$ cat src/rtl/mem_arb_pkg.sv
`default_nettype none
// ============================================================================
// Module      : mem_arb_pkg
// Description : Shared types and constants for the fetch/data memory arbiter:
//               FSM state enum, grant enum and access-size codes.
// Revision    : 1.0 - initial release
// ============================================================================
package mem_arb_pkg;

    typedef enum logic [0:0] {
        S_IDLE = 1'b0,
        S_BUSY = 1'b1
    } arbState_t;

    typedef enum logic {
        GNT_I = 1'b0,
        GNT_D = 1'b1
    } grant_t;

    // Access-size codes, same encoding as the pipeline's sizeSrc
    localparam logic [2:0] c_SIZE_BYTE  = 3'b000;
    localparam logic [2:0] c_SIZE_HALF  = 3'b001;
    localparam logic [2:0] c_SIZE_WORD  = 3'b010;
    localparam logic [2:0] c_SIZE_BYTEU = 3'b100;
    localparam logic [2:0] c_SIZE_HALFU = 3'b101;

    // The port that gets priority after the given port was served
    function automatic grant_t otherPort(input grant_t g);
        return (g == GNT_I) ? GNT_D : GNT_I;
    endfunction

endpackage
`default_nettype wire

$ cat src/rtl/mem_arbiter_if.sv
`default_nettype none
// ============================================================================
// Module      : mem_arbiter_if
// Description : Bundle of the fetch port, data port, shared-memory port and
//               hazard-unit stall signals around the memory arbiter.
//               slave  = arbiter side, master = pipeline/memory side.
// Revision    : 1.0 - initial release
// ============================================================================
interface mem_arbiter_if #(
    parameter int DATA_WIDTH = 32,
    parameter int ADDR_WIDTH = 32
);
    // Fetch port
    logic                  ireq;
    logic [ADDR_WIDTH-1:0] iaddr;
    logic [DATA_WIDTH-1:0] irdata;
    logic                  iready;
    // Data port
    logic                  dreq;
    logic                  dwe;
    logic [ADDR_WIDTH-1:0] daddr;
    logic [DATA_WIDTH-1:0] dwdata;
    logic [2:0]            dsize;
    logic [DATA_WIDTH-1:0] drdata;
    logic                  dready;
    // Shared memory
    logic                  mem_req;
    logic                  mem_we;
    logic [ADDR_WIDTH-1:0] mem_addr;
    logic [DATA_WIDTH-1:0] mem_wdata;
    logic [2:0]            mem_size;
    logic [DATA_WIDTH-1:0] mem_rdata;
    logic                  mem_ready;
    // Hazard unit
    logic                  stallF;
    logic                  stallD;

    modport slave (
        input  ireq, iaddr, dreq, dwe, daddr, dwdata, dsize, mem_rdata, mem_ready,
        output irdata, iready, drdata, dready, mem_req, mem_we, mem_addr,
               mem_wdata, mem_size, stallF, stallD
    );

    modport master (
        output ireq, iaddr, dreq, dwe, daddr, dwdata, dsize, mem_rdata, mem_ready,
        input  irdata, iready, drdata, dready, mem_req, mem_we, mem_addr,
               mem_wdata, mem_size, stallF, stallD
    );

endinterface
`default_nettype wire

$ cat src/rtl/mem_arbiter_arb_pick.sv
`default_nettype none
// ============================================================================
// Module      : arb_pick
// Description : Combinational winner selection between the fetch and data
//               ports. On a contest the pointer decides; otherwise the sole
//               requester wins.
// Revision    : 1.0 - initial release
// ============================================================================
module arb_pick
    import mem_arb_pkg::*;
(
    input  logic   ireq,
    input  logic   dreq,
    input  grant_t pointer,
    output grant_t grant
);

    // Pick the winner for this arbitration cycle
    always_comb begin
        grant = GNT_I;
        if (ireq && dreq) begin
            grant = pointer;
        end else if (dreq) begin
            grant = GNT_D;
        end
    end

endmodule
`default_nettype wire

$ cat src/rtl/mem_arbiter.sv
`default_nettype none
// ============================================================================
// Module      : mem_arbiter
// Description : Two-port (fetch/data) arbiter onto a single shared memory.
//               IDLE captures the winning request, BUSY holds it on the memory
//               bus until mem_ready, then pulses the granted port's ready.
//               Optional macro MEM_ARB_RR_EN enables round-robin arbitration;
//               without it the data port always wins a contest.
// Revision    : 1.0 - initial release
// ============================================================================
module mem_arbiter
    import mem_arb_pkg::*;
#(
    parameter int DATA_WIDTH = 32,
    parameter int ADDR_WIDTH = 32
) (
    input  logic          clk,
    input  logic          rst,
    mem_arbiter_if.slave  bus
);

    localparam logic [0:0] c_IDLE = S_IDLE;
    localparam logic [0:0] c_BUSY = S_BUSY;

    logic [0:0]            r_state;
    grant_t                r_gnt;
    logic                  r_we;
    logic [ADDR_WIDTH-1:0] r_addr;
    logic [DATA_WIDTH-1:0] r_wdata;
    logic [2:0]            r_size;

    grant_t                w_ptr;
    grant_t                w_grant;
    logic                  w_anyReq;
    logic                  w_arbitrate;
    logic                  w_busy;
    logic                  w_done;
    logic                  w_iready;
    logic                  w_dready;

    assign w_anyReq    = bus.ireq | bus.dreq;
    assign w_arbitrate = (r_state == c_IDLE) && w_anyReq;

`ifdef MEM_ARB_RR_EN
    grant_t r_ptr;

    // Hand priority to the other port after every grant
    always_ff @(posedge clk) begin
        if (rst) begin
            r_ptr <= GNT_D;
        end else if (w_arbitrate) begin
            r_ptr <= otherPort(w_grant);
        end
    end

    assign w_ptr = r_ptr;
`else
    // Data port is the older instruction, so it always wins a contest
    assign w_ptr = GNT_D;
`endif

    arb_pick u_pick (
        .ireq    (bus.ireq),
        .dreq    (bus.dreq),
        .pointer (w_ptr),
        .grant   (w_grant)
    );

    // IDLE/BUSY sequencing and capture of the winning request
    always_ff @(posedge clk) begin
        if (rst) begin
            r_state <= c_IDLE;
            r_gnt   <= GNT_I;
            r_we    <= 1'b0;
            r_addr  <= '0;
            r_wdata <= '0;
            r_size  <= '0;
        end else begin
            case (r_state)
                c_IDLE: begin
                    if (w_anyReq) begin
                        r_state <= c_BUSY;
                        r_gnt   <= w_grant;
                        if (w_grant == GNT_D) begin
                            r_we    <= bus.dwe;
                            r_addr  <= bus.daddr;
                            r_wdata <= bus.dwdata;
                            r_size  <= bus.dsize;
                        end else begin
                            r_we    <= 1'b0;
                            r_addr  <= bus.iaddr;
                            r_wdata <= '0;
                            r_size  <= c_SIZE_WORD;
                        end
                    end
                end
                c_BUSY: begin
                    // Requester may drop req here; the transaction still completes
                    if (bus.mem_ready) begin
                        r_state <= c_IDLE;
                    end
                end
                default: r_state <= c_IDLE;
            endcase
        end
    end

    // Reset masks the bus and ready outputs even while the state is still BUSY
    assign w_busy   = (r_state == c_BUSY) && !rst;
    assign w_done   = w_busy && bus.mem_ready;
    assign w_iready = w_done && (r_gnt == GNT_I);
    assign w_dready = w_done && (r_gnt == GNT_D);

    assign bus.mem_req   = w_busy;
    assign bus.mem_we    = r_we;
    assign bus.mem_addr  = r_addr;
    assign bus.mem_wdata = r_wdata;
    assign bus.mem_size  = r_size;

    assign bus.iready = w_iready;
    assign bus.dready = w_dready;
    assign bus.irdata = w_iready ? bus.mem_rdata : '0;
    assign bus.drdata = w_dready ? bus.mem_rdata : '0;

    assign bus.stallF = bus.ireq & ~w_iready;
    assign bus.stallD = bus.dreq & ~w_dready;

endmodule
`default_nettype wire
$ cat src/flat_wrapper.sv
// flat-port wrapper written by rule: the top's interface ports become plain ports
module mem_arbiter_flat import mem_arb_pkg::*;
#(
    parameter int DATA_WIDTH = 32,
    parameter int ADDR_WIDTH = 32
)
  (clk, rst, bus_ireq, bus_iaddr, bus_dreq, bus_dwe, bus_daddr, bus_dwdata, bus_dsize, bus_mem_rdata, bus_mem_ready, bus_irdata, bus_iready, bus_drdata, bus_dready, bus_mem_req, bus_mem_we, bus_mem_addr, bus_mem_wdata, bus_mem_size, bus_stallF, bus_stallD);
  mem_arbiter_if #(.DATA_WIDTH(DATA_WIDTH), .ADDR_WIDTH(ADDR_WIDTH)) bus_i ();
  input  logic clk;
  input  logic rst;
  input wire logic [$bits(bus_i.ireq)-1:0] bus_ireq;
  input wire logic [$bits(bus_i.iaddr)-1:0] bus_iaddr;
  input wire logic [$bits(bus_i.dreq)-1:0] bus_dreq;
  input wire logic [$bits(bus_i.dwe)-1:0] bus_dwe;
  input wire logic [$bits(bus_i.daddr)-1:0] bus_daddr;
  input wire logic [$bits(bus_i.dwdata)-1:0] bus_dwdata;
  input wire logic [$bits(bus_i.dsize)-1:0] bus_dsize;
  input wire logic [$bits(bus_i.mem_rdata)-1:0] bus_mem_rdata;
  input wire logic [$bits(bus_i.mem_ready)-1:0] bus_mem_ready;
  output wire logic [$bits(bus_i.irdata)-1:0] bus_irdata;
  output wire logic [$bits(bus_i.iready)-1:0] bus_iready;
  output wire logic [$bits(bus_i.drdata)-1:0] bus_drdata;
  output wire logic [$bits(bus_i.dready)-1:0] bus_dready;
  output wire logic [$bits(bus_i.mem_req)-1:0] bus_mem_req;
  output wire logic [$bits(bus_i.mem_we)-1:0] bus_mem_we;
  output wire logic [$bits(bus_i.mem_addr)-1:0] bus_mem_addr;
  output wire logic [$bits(bus_i.mem_wdata)-1:0] bus_mem_wdata;
  output wire logic [$bits(bus_i.mem_size)-1:0] bus_mem_size;
  output wire logic [$bits(bus_i.stallF)-1:0] bus_stallF;
  output wire logic [$bits(bus_i.stallD)-1:0] bus_stallD;
  assign bus_i.ireq = bus_ireq;
  assign bus_i.iaddr = bus_iaddr;
  assign bus_i.dreq = bus_dreq;
  assign bus_i.dwe = bus_dwe;
  assign bus_i.daddr = bus_daddr;
  assign bus_i.dwdata = bus_dwdata;
  assign bus_i.dsize = bus_dsize;
  assign bus_i.mem_rdata = bus_mem_rdata;
  assign bus_i.mem_ready = bus_mem_ready;
  assign bus_irdata = bus_i.irdata;
  assign bus_iready = bus_i.iready;
  assign bus_drdata = bus_i.drdata;
  assign bus_dready = bus_i.dready;
  assign bus_mem_req = bus_i.mem_req;
  assign bus_mem_we = bus_i.mem_we;
  assign bus_mem_addr = bus_i.mem_addr;
  assign bus_mem_wdata = bus_i.mem_wdata;
  assign bus_mem_size = bus_i.mem_size;
  assign bus_stallF = bus_i.stallF;
  assign bus_stallD = bus_i.stallD;
  mem_arbiter #(.DATA_WIDTH(DATA_WIDTH), .ADDR_WIDTH(ADDR_WIDTH)) u_core (.clk(clk), .rst(rst), .bus(bus_i));
endmodule
$ cat config.mk
export PLATFORM = sky130hd
export DESIGN_NAME = mem_arbiter_flat
export DESIGN_NICKNAME = d
export VERILOG_FILES = /design/src/rtl/mem_arb_pkg.sv /design/src/rtl/mem_arbiter_if.sv /design/src/rtl/mem_arbiter_arb_pick.sv /design/src/rtl/mem_arbiter.sv /design/src/flat_wrapper.sv
export SDC_FILE = /design/constraint.sdc
export NUM_CORES = 1
export LEC_CHECK = 0
export BUFFER_PORTS_ARGS = -buffer_cell sky130_fd_sc_hd__buf_2
export CORE_ASPECT_RATIO = 2
export CORE_MARGIN = 10
export CORE_UTILIZATION = 41
export CTS_BUF_LIST = sky130_fd_sc_hd__clkbuf_8 sky130_fd_sc_hd__clkbuf_16
export CTS_CLUSTER_SIZE = 20
export DETAILED_ROUTE_END_ITERATION = 12
export GPL_TIMING_DRIVEN = 0
export PLACE_DENSITY = 0.82
export SLEW_MARGIN = 20
export SYNTH_ARGS = -nofsm -noshare
export SYNTH_HDL_FRONTEND = slang
export SYNTH_SLANG_ARGS = --single-unit
$ cat constraint.sdc
create_clock -name clk -period 2.5 [get_ports clk]
set_input_delay 0.5 -clock clk [delete_from_list [all_inputs] [get_ports clk]]
set_output_delay 0.5 -clock clk [all_outputs]
set_load 0.03 [all_outputs]
# Word level (Yosys, flattened, before mapping)
# Cells that the tools add are included.
word_totals:
  inputBits: 137
  register_bits: 70
  output_inout_bits: 137
  word_cells: 31
classes:
  bitwise: 7
  mux: 11
  n_reduce_logical: 7
ops:
  columns: ["operator", "count"]
  rows:
  - ["$mux W32", 4]
  - ["$logic_and A1 B1 Y1", 5]
  - ["$mux W1", 5]
  - ["$not A1 Y1", 4]
  - ["$mux W3", 1]
  - ["$and A1 B1 Y1", 2]
  - ["$pmux W1 S2", 1]
  - ["$reduce_and A2 Y1", 1]
  - ["$logic_not A1 Y1", 1]
  - ["$or A1 B1 Y1", 1]

# Logic depth before layout (Yosys ltp)
logic_depth:
  ltp_word: 6
  ltp_mapped: 6
  depth_no_buf: 4

# By module
# From an unflattened synthesis, not the netlist that was laid out.
hier_totals:
  hier_cells: 356
  hier_area_um2: 3176.8
modules_own_cells:
  columns: ["mod", "seq_area_each_um2", "cells_per_inst", "area_per_inst_um2", "instances"]
  rows:
  - ["mem_arbiter", 1401.3, 354, 3165.5, 1]
  - ["arb_pick", 0.0, 2, 11.3, 1]

# Worst setup path after synthesis
# OpenSTA, ideal clock, no wires.
synth_timing:
  kind: "input to output"
  start: "in rst"
  end: "out bus_drdata[22]"
  path_stages: 6
  t_required_ns: 2.000
  path_slack_ns: 0.364
  n_path_buf: 2
  t_arrival_ns: 1.636
  cell_sequence: "nand2b_4 > inv_2 > and3_1 > buf_2 > buf_2 > and2_1"
synth_between:
  elab_chain_cells: 5
synth_rtl:
  columns: ["item", "line", "source"]
  rows:
  - ["from (decl)", "flat_wrapper.sv:10", "input logic rst;"]
  - ["$logic_not A1 Y1", "mem_arbiter.sv:109", "assign w_busy = (r_state == c_BUSY) && !rst;"]
  - ["$logic_and A1 B1 Y1", "mem_arbiter.sv:109", null]
  - ["net bus_mem_req", "flat_wrapper.sv:24", "output wire logic [$bits(bus_i.mem_req)-1:0] bus_mem_req;"]
  - ["$logic_and A1 B1 Y1", "mem_arbiter.sv:110", "assign w_done = w_busy && bus.mem_ready;"]
  - ["$logic_and A1 B1 Y1", "mem_arbiter.sv:112", "assign w_dready = w_done && (r_gnt == GNT_D);"]
  - ["net bus_dready", "flat_wrapper.sv:23", "output wire logic [$bits(bus_i.dready)-1:0] bus_dready;"]
  - ["$mux W32", "mem_arbiter.sv:123", "assign bus.drdata = w_dready ? bus.mem_rdata : '0;"]
  - ["to (decl)", "flat_wrapper.sv:22", "output wire logic [$bits(bus_i.drdata)-1:0] bus_drdata;"]
# The timed path passes the listed nets, and every way through them passes these cells.

# Worst setup path in the final report
layout_timing:
  start: "reg u_core.r_state"
  end: "out bus_irdata[14]"
layout_between:
  elab_chain_cells: 4
layout_rtl:
  columns: ["item", "line", "source"]
  rows:
  - ["from (decl)", "mem_arbiter.sv:25", "logic [0:0] r_state;"]
  - ["from (signal assigned)", "mem_arbiter.sv:72", "r_state <= c_IDLE;"]
  - ["from (signal assigned)", "mem_arbiter.sv:82", "r_state <= c_BUSY;"]
  - ["from (signal assigned)", "mem_arbiter.sv:100", "r_state <= c_IDLE;"]
  - ["$logic_and A1 B1 Y1", "mem_arbiter.sv:109", null]
  - ["$logic_and A1 B1 Y1", "mem_arbiter.sv:110", null]
  - ["$logic_and A1 B1 Y1", "mem_arbiter.sv:111", "assign w_iready = w_done && (r_gnt == GNT_I);"]
  - ["$mux W32", "mem_arbiter.sv:122", "assign bus.irdata = w_iready ? bus.mem_rdata : '0;"]
  - ["to (decl)", "flat_wrapper.sv:20", "output wire logic [$bits(bus_i.irdata)-1:0] bus_irdata;"]
# No other way between the ends.

==> impl_metrics.csv <==
group,metric,value,unit
synth,syn_area,3180,um^2
worst_setup_path,start_kind,"register",
synth,async_reset_ff_share,0,%
timing,tns,0,ns
clock_network,cts_resized,0,
synth,synth.area.top_cells,"dfxtp_1, and2_1, mux2i_1, o2bb2ai_1, a21oi_1",
timing,relSlewSlack,65.0,%
pwr,p_seq_share,39.5,%
cells_and_area,nets,772,
floorplanning,rows,45,
worst_setup_path,crit_fanout,10,
worst_setup_path,cp_num_buf_inv,2,
timing,timing.fmax,418,MHz
timing,fin_skew,0.00719,ns
routing,drt_iter0_markers,168,
timing,worstMarginPinSlew,0.524,ns
pwr,ir_worst_vdd,473,uV
routing,detail_route.first_pass.iterations,4,
worst_setup_path,r2r_end,"u_core.bus.mem_wdata[3]",
clock_network,cts_buffer_depth,2,
worst_setup_path,worst_r2r_path_depth,5,
synth,syn_avg_cell_area,9.04,um^2
synth,synthTopCellsByCount,"dfxtp_1, and2_1, a21oi_1, nand2_1, nand3_1",
worst_setup_path,end_kind,"output port",
worst_setup_path,worstPathCellList,"nand2b_4 -> nor3b_4 -> clkbuf_1 -> and2_1 -> buf_2",
pwr,pwr-share-clk,37.8,%
timing,hold_viol,0,
routing,viasPerCell,5.02,
cells_and_area,stdcell_count,735,
timing,rsz0062_at_grt,"no",
hold_path,whs_endpoint,"u_core.r_state",
worst_setup_path,cp.arrival,1.89,ns
pwr,comb_power_share,22.7,%
timing,min_period,2.39,ns
hold_path,hold_path_depth,2,
synth,synth.ff_latch_count,70,
global_routing,grt_pass1_vias,3934,
pwr,power_switching,0.994,mW
timing,layout_setup_ws,0.109,ns
placement,portBuffers,272,
placement,place_area,4660,um^2
worst_setup_path,reg2reg_setup_slack,1.16,ns
clock_network,cts_hold_buf,0,
synth,yosysWarnings,0,
clock_network,clk_latency,0.34,ns
worst_setup_path,cpPeakStageDelay,0.41,ns
hold_path,min_path_type,"in -> reg",
pwr,power,3.15,mW
global_routing,track_usage,21.7,%
worst_setup_path,cp.depth,5,
cells_and_area,areaGrowthSynthToFinish,55.5,%
floorplanning,dieArea,11900,um^2
clock_network,clkSinkCount,70,
hold_path,min-delay-start,"bus_mem_ready",
pwr,p_leak,2.68,nW
floorplanning,start_util,41.8,%
worst_setup_path,crit_family,"simple AND/OR/NAND/NOR gates",
clock_network,cts_tree,"done",
status,status,"finished, final reports clean",
cells_and_area,drive_above_1_share,49.5,%
global_routing,antenna_found_initial,1,
global_routing,grt_max_degree,14,
timing,period_share,95.6,%
synth,synth.most_common_cell,"dfxtp_1",
timing,setup_violations,0,
routing,remaining_drc_errors,0,
placement,dpl.hpwl,11200,um
clock_network,h-tree-depth,3,
pwr,internal_power,2.16,mW
synth,synth_top_area_share,44.1,%
worst_setup_path,r2r-start,"u_core.r_state",
worst_setup_path,crit_type,"reg -> out",
floorplanning,fp.dieH,145,um
routing,num_vias,3687,
pwr,swShare,31.5,%
synth,synthesis.nets,489,
placement,dp.cells,718,
floorplanning,core,7600,um^2
global_routing,grt_pass1_wl,20000,um
clock_network,root_buffer,"clkbuf_16",
global_routing,gr-total-overflow,0,
placement,dpl_worst_slack,0.152,ns
timing,slew_viol_final,0,
pwr,p_per_area,638,nW/um^2
timing,whs,0.404,ns
synth,synth_edf_count,0,
cells_and_area,fin_area,4950,um^2
cells_and_area,fin_util,65.1,%
placement,gp_congestion,0.903,
floorplanning,io_pins,274,
routing,ant_nets,0,
synth,synthCells,352,
routing,wl_per_cell,18.2,um
worst_setup_path,required,2.00,ns
routing,wl,13400,um
clock_network,postCtsSetupRepairBufs,0,
synth,synth_top_area_cell,"dfxtp_1",
clock_network,cts_buffers,9,
synth,ys_seq_area_share,44.1,%
synth,synth_ff_type,"dfxtp_1",
synth,synth_cell_type_count,24,
floorplanning,die_x,82.3,um
clock_network,clk_pin_slew_worst_paths,0.05,ns
worst_setup_path,cp_slowest_cell,"dfxtp_1",
job,cap_violations,0,
## worst reg2reg max path, cell delays in order (launching register included)
cell,delay [ns]
dfxtp_1,0.35
o21ba_2,0.29
buf_4,0.21
buf_6,0.16
nand3_1,0.08
a21oi_1,0.17
## power groups by stage
stage	Sequential [mW]	Clock (mW)	Combinational, mW
3_3_place_gp	1.26	0	0.702
2_1_floorplan	1.42	0	0.276
3_5_place_dp	1.27	0	0.721
4_1_cts	1.24	1.21	0.723
5_1_grt	1.25	1.26	0.773
6_report	1.25	1.19	0.716
## per-layer routing
metal	up-vias	routed length (um)	global-route usage, %
li1	1777	-	-
met1	1694	4790	22.3
met2	184	6820	37.2
met3	32	1290	6.28
met4	0	450	12.3
met5	-	0	0
## layout by cell type, fill, tap and decap left out
master,n
mux2i_1,33
a211oi_1,1
and3_1,1
o21bai_2,1
diode_2,1
o21ai_0,1
clkbuf_8,1
nor2_2,1
clkinvlp_4,3
nor3b_4,1
buf_6,3
nor2b_1,2
nand2b_1,1
nand3_1,35
clkbuf_1,6
o2bb2ai_1,32
and2_1,64
a21oi_1,35
inv_6,2
buf_1,4
nand2b_4,1
clkbuf_16,9
o21ba_2,1
nand2_1,35
inv_2,1
buf_2,291
buf_4,1
clkinv_2,1
dfxtp_1,70
nor2_1,3
## worst max-delay path by stage
| stage | startpoint | end | slack, ns |
|---|---|---|---|
| after global placement | rst | bus_irdata[18] | 0.18 |
| after floorplan | rst | bus_drdata[22] | 0.36 |
| after global routing | u_core.r_state | bus_irdata[9] | 0.01 |
| after detailed placement | rst | bus_irdata[14] | 0.15 |
| final | u_core.r_state | bus_irdata[14] | 0.11 |
| after CTS | u_core.r_state | bus_irdata[14] | 0.11 |
## layout make-up
cell class | count | area, um^2
antenna | 1 | 2.50
buffer | 33 | 174
clock buffer | 10 | 239
clock inverter | 6 | 45.0
fill | 657 | 2660
inverter | 1 | 3.75
multi-input combinational | 248 | 1600
sequential | 70 | 1400
tap | 94 | 118
timing repair buffer | 272 | 1360
## cells by family (layout without fill, tap and decap cells)
family | count (synthesis) | in the layout | share of synthesized area (%)
flops | 70 | 70 | 44.1
mux | 33 | 33 | 10.4
buf+inv | 34 | 322 | 5.59
compound gates | 71 | 71 | 15.4
simple gates | 144 | 144 | 24.6
other cells | 0 | 1 | 0
## sequential cells by signal, summed over array words and instances (netlist names)
signal / count
u_core.bus.mem_size: 3
u_core.bus.mem_wdata: 32
u_core.bus.mem_addr: 32
u_core.bus.mem_we: 1
u_core.r_gnt: 1
u_core.r_state: 1
Note: power is estimated with default switching activity, not from simulation.
